===== src/rtl/mapper_state_ctl.sv =====
// Hypervisor-side shadow of the four user mapper bytes: saved on trap entry, restored through
// the mapper load port on trap exit. Optional macro MAPSTATE_DIRTY_ONLY_EN restores only dirty bytes.
module mapper_state_ctl #(
    parameter bit         SAVE_ON_ENTER = 1'b1,
    parameter logic [2:0] STATUS_ADDR   = 3'd4
) (
    input  logic       clk,
    input  logic       reset,
    input  logic       trap_enter,
    input  logic       trap_exit,
    input  logic [7:0] map_reg_data,
    output logic [1:0] map_rd_sel,
    input  logic       mapper_busy,
    output logic       user_load,
    output logic [1:0] user_load_sel,
    output logic [7:0] user_load_data,
    input  logic       cpu_cs,
    input  logic       cpu_we,
    input  logic [2:0] cpu_addr,
    input  logic [7:0] cpu_wdata,
    output logic [7:0] cpu_rdata,
    output logic       busy,
    output logic       save_done,
    output logic       restore_done
);

    typedef enum logic [1:0] {
        ST_IDLE    = 2'd0,
        ST_SAVE    = 2'd1,
        ST_RESTORE = 2'd2
    } state_t;

    state_t     r_state;
    state_t     w_state_next;
    logic [1:0] r_cnt;
    logic [1:0] w_cnt_next;
    logic [7:0] r_shadow      [4];
    logic [7:0] w_shadow_next [4];
    logic [3:0] r_dirty;
    logic [3:0] w_dirty_next;
    logic       r_overrun;
    logic       w_overrun_next;
    logic       r_save_done;
    logic       w_save_done_next;
    logic       r_restore_done;
    logic       w_restore_done_next;

    logic       w_idle;
    logic       w_cpu_wr;
    logic       w_last;
    logic [1:0] w_cnt_adv;

`ifdef MAPSTATE_DIRTY_ONLY_EN
    // Lowest dirty index at or above 'from'; bit 2 flags that one exists.
    function automatic logic [2:0] next_dirty(input logic [3:0] mask, input logic [2:0] from);
        logic [2:0] res;
        res = 3'b000;
        for (int i = 3; i >= 0; i--) begin
            if (mask[i] && (i >= int'(from)))
                res = {1'b1, 2'(i)};
        end
        return res;
    endfunction

    logic [2:0] w_nd_entry;
    logic [2:0] w_nd_adv;
`endif

    assign w_idle   = (r_state == ST_IDLE);
    assign w_cpu_wr = cpu_cs && cpu_we && w_idle;
    assign busy     = !w_idle;

    // Successor byte during restore, and whether the current byte is the final one.
`ifdef MAPSTATE_DIRTY_ONLY_EN
    assign w_nd_adv  = next_dirty(r_dirty, {1'b0, r_cnt} + 3'd1);
    assign w_last    = !w_nd_adv[2];
    assign w_cnt_adv = w_nd_adv[1:0];
`else
    assign w_last    = (r_cnt == 2'd3);
    assign w_cnt_adv = r_cnt + 2'd1;
`endif

    // NOTE: every signal assigned here gets a default first so no path leaves it unassigned (no latches).
    always_comb begin
        w_state_next        = r_state;
        w_cnt_next          = r_cnt;
        w_shadow_next       = r_shadow;
        w_dirty_next        = r_dirty;
        w_overrun_next      = r_overrun;
        w_save_done_next    = 1'b0;
        w_restore_done_next = 1'b0;
        map_rd_sel          = 2'd0;
        user_load           = 1'b0;
        user_load_sel       = 2'd0;
        user_load_data      = 8'h00;
`ifdef MAPSTATE_DIRTY_ONLY_EN
        w_nd_entry          = 3'b000;
`endif

        // CPU writes land first so a same-cycle trap sequence sees them.
        if (w_cpu_wr) begin
            if (cpu_addr == STATUS_ADDR) begin
                if (cpu_wdata[2])
                    w_overrun_next = 1'b0;
            end else if (cpu_addr < 3'd4) begin
                w_shadow_next[cpu_addr[1:0]] = cpu_wdata;
                w_dirty_next[cpu_addr[1:0]]  = 1'b1;
            end
        end

        case (r_state)
            ST_IDLE: begin
                if (trap_enter) begin
                    if (trap_exit)
                        w_overrun_next = 1'b1;
                    if (SAVE_ON_ENTER) begin
                        w_state_next = ST_SAVE;
                        w_cnt_next   = 2'd0;
                    end else begin
                        w_save_done_next = 1'b1;
                    end
                end else if (trap_exit) begin
`ifdef MAPSTATE_DIRTY_ONLY_EN
                    w_nd_entry = next_dirty(w_dirty_next, 3'd0);
                    if (w_nd_entry[2]) begin
                        w_state_next = ST_RESTORE;
                        w_cnt_next   = w_nd_entry[1:0];
                    end else begin
                        w_restore_done_next = 1'b1;
                        w_dirty_next        = 4'b0000;
                    end
`else
                    w_state_next = ST_RESTORE;
                    w_cnt_next   = 2'd0;
`endif
                end
            end

            ST_SAVE: begin
                map_rd_sel                = r_cnt;
                w_shadow_next[r_cnt]      = map_reg_data;
                w_dirty_next[r_cnt]       = 1'b0;
                if (trap_enter || trap_exit)
                    w_overrun_next = 1'b1;
                if (r_cnt == 2'd3) begin
                    w_state_next     = ST_IDLE;
                    w_cnt_next       = 2'd0;
                    w_save_done_next = 1'b1;
                end else begin
                    w_cnt_next = r_cnt + 2'd1;
                end
            end

            ST_RESTORE: begin
                if (trap_enter || trap_exit)
                    w_overrun_next = 1'b1;
                // Strobe is also gated by reset so nothing is loaded in the reset cycle.
                if (!mapper_busy && !reset) begin
                    user_load      = 1'b1;
                    user_load_sel  = r_cnt;
                    user_load_data = r_shadow[r_cnt];
                    if (w_last) begin
                        w_state_next        = ST_IDLE;
                        w_cnt_next          = 2'd0;
                        w_restore_done_next = 1'b1;
                        w_dirty_next        = 4'b0000;
                    end else begin
                        w_cnt_next = w_cnt_adv;
                    end
                end
            end

            default: begin
                w_state_next = ST_IDLE;
                w_cnt_next   = 2'd0;
            end
        endcase
    end

    always_ff @(posedge clk) begin
        if (reset)
            r_state <= ST_IDLE;
        else
            r_state <= w_state_next;
    end

    // NOTE: the shadow bytes are plain flops and are cleared by reset along with the rest of the state.
    always_ff @(posedge clk) begin
        if (reset) begin
            r_cnt          <= 2'd0;
            r_dirty        <= 4'b0000;
            r_overrun      <= 1'b0;
            r_save_done    <= 1'b0;
            r_restore_done <= 1'b0;
            for (int i = 0; i < 4; i++)
                r_shadow[i] <= 8'h00;
        end else begin
            r_cnt          <= w_cnt_next;
            r_dirty        <= w_dirty_next;
            r_overrun      <= w_overrun_next;
            r_save_done    <= w_save_done_next;
            r_restore_done <= w_restore_done_next;
            for (int i = 0; i < 4; i++)
                r_shadow[i] <= w_shadow_next[i];
        end
    end

    assign save_done    = r_save_done;
    assign restore_done = r_restore_done;

    always_comb begin
        cpu_rdata = 8'h00;
        if (cpu_addr == STATUS_ADDR)
            cpu_rdata = {5'b00000, r_overrun, |r_dirty, busy};
        else if (cpu_addr < 3'd4)
            cpu_rdata = r_shadow[cpu_addr[1:0]];
    end

endmodule


===== config.mk =====
export PLATFORM = sky130hd
export DESIGN_NAME = mapper_state_ctl
export DESIGN_NICKNAME = d
export VERILOG_FILES = /design/src/rtl/mapper_state_ctl.sv
export SDC_FILE = /design/constraint.sdc
export NUM_CORES = 1
export LEC_CHECK = 0
export ABC_AREA = 1
export BUFFER_PORTS_ARGS = -buffer_cell sky130_fd_sc_hd__buf_2
export CAP_MARGIN = 30
export CORE_MARGIN = 2
export CORE_UTILIZATION = 32
export CTS_CLUSTER_SIZE = 25
export DETAILED_ROUTE_END_ITERATION = 6
export PLACE_DENSITY = 0.5
export SYNTH_ARGS = -nofsm -noshare
export SYNTH_HDL_FRONTEND = slang
export SYNTH_SLANG_ARGS = --single-unit

===== constraint.sdc =====
create_clock -name clk -period 2.01 [get_ports clk]
set_input_delay 0.3015 -clock clk [delete_from_list [all_inputs] [get_ports clk]]
set_output_delay 0.3015 -clock clk [all_outputs]
set_load 0.02 [all_outputs]

==> flow_summary.ini <==
[run_status]
outcome = finished, final reports clean

[synth]
syn-num-nets = 499
synth_mux_area_frac = 0
yosys.area_share.simple = 0.345
avgSynthCellArea_um2 = 6.20
netlist_area_um2 = 2880
ys_types = 29
synth_top_family_by_area = simple AND/OR/NAND/NOR gates
synth_xor_xnor_area_share = 0
ys_seq_area_frac = 0.299
synth_seq_cells = 43
synth-compound-area-share = 0.208
yosys_warnings = 0
synthCells = 465
synth_fa_ha_area_frac = 0.0347

[timing]
rsz0062_at_grt = false
max_freq_mhz = 529
tightest_slew_ns = 0.620
skew_ns = 0.00712
post-route-period-util = 0.940
slew_headroom = 0.586
slew_violations = 0
hold_violations = 0
period_minus_slack_ns = 1.89
fin_tns_setup_ns = 0
setup_viol = 0

[route]
via_per_inst = 5.02
wl_per_cell_um = 16.1
drt_iter0_markers = 219
route.detailed.drc = 0
detail-route-antenna-nets = 0
via_count = 3131
drt-total-wl_mm = 10.0
firstDrtPassIters = 5

[clock_network]
tritoncts = yes
hold_buffers = 0
clkSlewWorstSetupHoldPaths_ns = 0.08
cts_buffer_depth = 2
cts_max_level = 2
cts-root-buf = clkbuf_8
cts-buffers-inserted = 5
cts.sinks = 43
postCtsSetupBuffers = 0
clock_latency_ns = 0.30

[power]
peakVddDrop_v = 0.000529
netSwitchingPower_mw = 1.53
power_density_nw_per_um2 = 999
finalPower_mw = 3.38
swShare = 0.454
power_frac_seq = 0.334
intPower_mw = 1.85
power_frac_clock = 0.186
power_leakage_nw = 1.71
p_comb_frac = 0.480

[worst_hold_path]
worstHoldPathCells = 3
hold_class = in -> reg
holdPathEnd = r_shadow[7]
hold_start = map_reg_data[7]

[global_route]
antenna_found_initial = 0
grt_usage = 0.205
first_global_vias = 2925
grt_start_max_net_pins = 25
grt_pass1_wl_mm = 15.5
overflow = 0

[critical_path]
crit_chain = inv_1 > ha_1 > inv_1 > nor2_4 > inv_4 > a21oi_1 > buf_4
critical_path_class = reg -> out
slowest_stage = dfxtp_1
worst-path-max-fanout = 11
reg2reg_slack_ns = 0.21
crit_top_cell = inv_1
worstSetupEndpointType = output pin
r2r_cells = 5
worstReg2RegStart = r_cnt[0]
reg2reg_to = r_shadow[15]
arrival_ns = 1.59
start_kind = flip-flop
critical_path.max_stage_delay_ns = 0.34
critical_path_required_ns = 1.71

[place]
port-buffer-count = 49
gp_congestion = 0.892
detailed_place_hpwl_mm = 7.18

[run]
drv_cap = 0

[cells_and_area]
drive_above_1_share = 0.194
final_nets = 549
nFillCells = 949
diodes = 0
syn_to_final_growth_pct = 17.4

[floorplan]
rows = 34
io_pins = 50
die_w_um = 98.9
core_um2 = 8720
die_h_um = 98.9
initial_core_util = 0.331
die_area_um2 = 9780
==> critical path: cells and delay by family (launching register included) <==
family                     cells  cell delay, ns
buffers and inverters          4            0.46
DFF                            1            0.34
adders and majority gates      1            0.19
AOI/OAI and AO/OA              1            0.17
and+or+nand+nor                1            0.14
==> power groups by stage <==
stage / registers [mW] / logic, mW / clock network [mW]
6_report: 1.13 / 1.62 / 0.629
5_1_grt: 1.14 / 1.82 / 0.682
4_1_cts: 1.12 / 1.59 / 0.643
3_5_place_dp: 1.14 / 1.58 / 0
3_3_place_gp: 1.14 / 1.58 / 0
2_1_floorplan: 1.09 / 1.17 / 0
==> worst max-delay path by stage <==
stage,from,end,slack [ns],cells past startpoint
after CTS,r_state[0],user_load_data[1],0.02,7
after global routing,r_state[0],user_load_data[0],0.009,7
after floorplan,r_state[0],user_load_data[0],0.12,7
after global placement,r_cnt[0],r_shadow[10],0.31,6
final,r_state[0],user_load_data[0],0.12,7
after detailed placement,r_state[0],user_load_data[1],0.20,7
==> metrics by stage <==
stage / util / hold WS (ns) / area, um2 / setup slack (ns) / instances
floorplan: - / 0.412 / 2880 / 0.122 / 465
detailed placement: 0.373 / 0.485 / 3250 / 0.201 / 616
finish: 0.388 / 0.264 / 3380 / 0.120 / 624
CTS: 0.385 / 0.260 / 3360 / 0.0219 / 624
global placement: 0.373 / 0.488 / 3250 / 0.308 / 616
global route: 0.388 / 0.259 / 3380 / 0.00920 / 624
==> per-layer routing <==
layer	vias to the layer above	GRT usage	wire, um	share of wire
met5	-	0	0	0
met4	0	0.0558	157	0.016
met3	15	0.0312	542	0.054
met2	91	0.343	4670	0.47
met1	1441	0.276	4650	0.46
li1	1584	-	-	-
==> cell usage after synthesis <==
library cell / number / area, um2
a21boi_0: 1 / 7.51
o21ai_0: 33 / 165
o21ai_1: 21 / 105
o22ai_1: 6 / 37.5
nor2_8: 3 / 60.1
inv_2: 6 / 22.5
o31ai_1: 1 / 7.51
nand3_4: 1 / 17.5
ha_1: 8 / 100
inv_4: 1 / 6.26
nand2_2: 2 / 12.5
clkinv_1: 1 / 3.75
clkbuf_1: 6 / 22.5
a21oi_2: 9 / 78.8
inv_1: 62 / 233
nor2_4: 2 / 22.5
nor3_1: 1 / 5.00
nand3_1: 28 / 140
nor2_1: 51 / 191
dfxtp_1: 43 / 861
nand4_1: 2 / 12.5
buf_1: 1 / 3.75
o211ai_1: 1 / 7.51
buf_4: 2 / 15.0
buf_2: 4 / 20.0
nor2_2: 2 / 12.5
a21oi_1: 38 / 190
nand2_1: 124 / 465
nand2_4: 5 / 56.3
==> area by class of cell <==
class	instances	area, um2	area share
Multi-Input combinational cell	339	1710	0.506
Clock buffer	8	100	0.0296
Sequential cell	43	862	0.255
Timing Repair Buffer	56	305	0.0902
Inverter	70	268	0.0791
Tap cell	108	135	0.0399
==> sequential cells by signal (all words and copies together) (netlist names) <==
register and count:
r_shadow 32, r_overrun 1, r_cnt 2, r_dirty 4, save_done 1, r_state 2, restore_done 1
==> cell usage in the layout (no fill, tap or decap), drive strengths merged <==
cell type  instances
a21oi             47
a21boi             1
nand3             29
o22ai              6
o211ai             1
nor2              58
clkinv             1
o31ai              1
ha                 8
inv               69
clkbuf             8
dfxtp             43
buf               56
nand4              2
o21ai             54
nor3               1
nand2            131
==> logic make-up (layout without fill, tap and decap cells) <==
family,Yosys count,in the layout
buffers and inverters,83,134
adder cells (fa/ha/maj),8,8
AND/OR/NAND/NOR,221,221
flip-flops,43,43
AO/OA/AOI/OAI,110,110
==> timing repair <==
item | CTS | global route
resized for setup | 2 | 9
pin swaps | 0 | 0
endpoints found under the setup margin | 10 | 8
No activity file was read; power rests on OpenSTA's default activity.
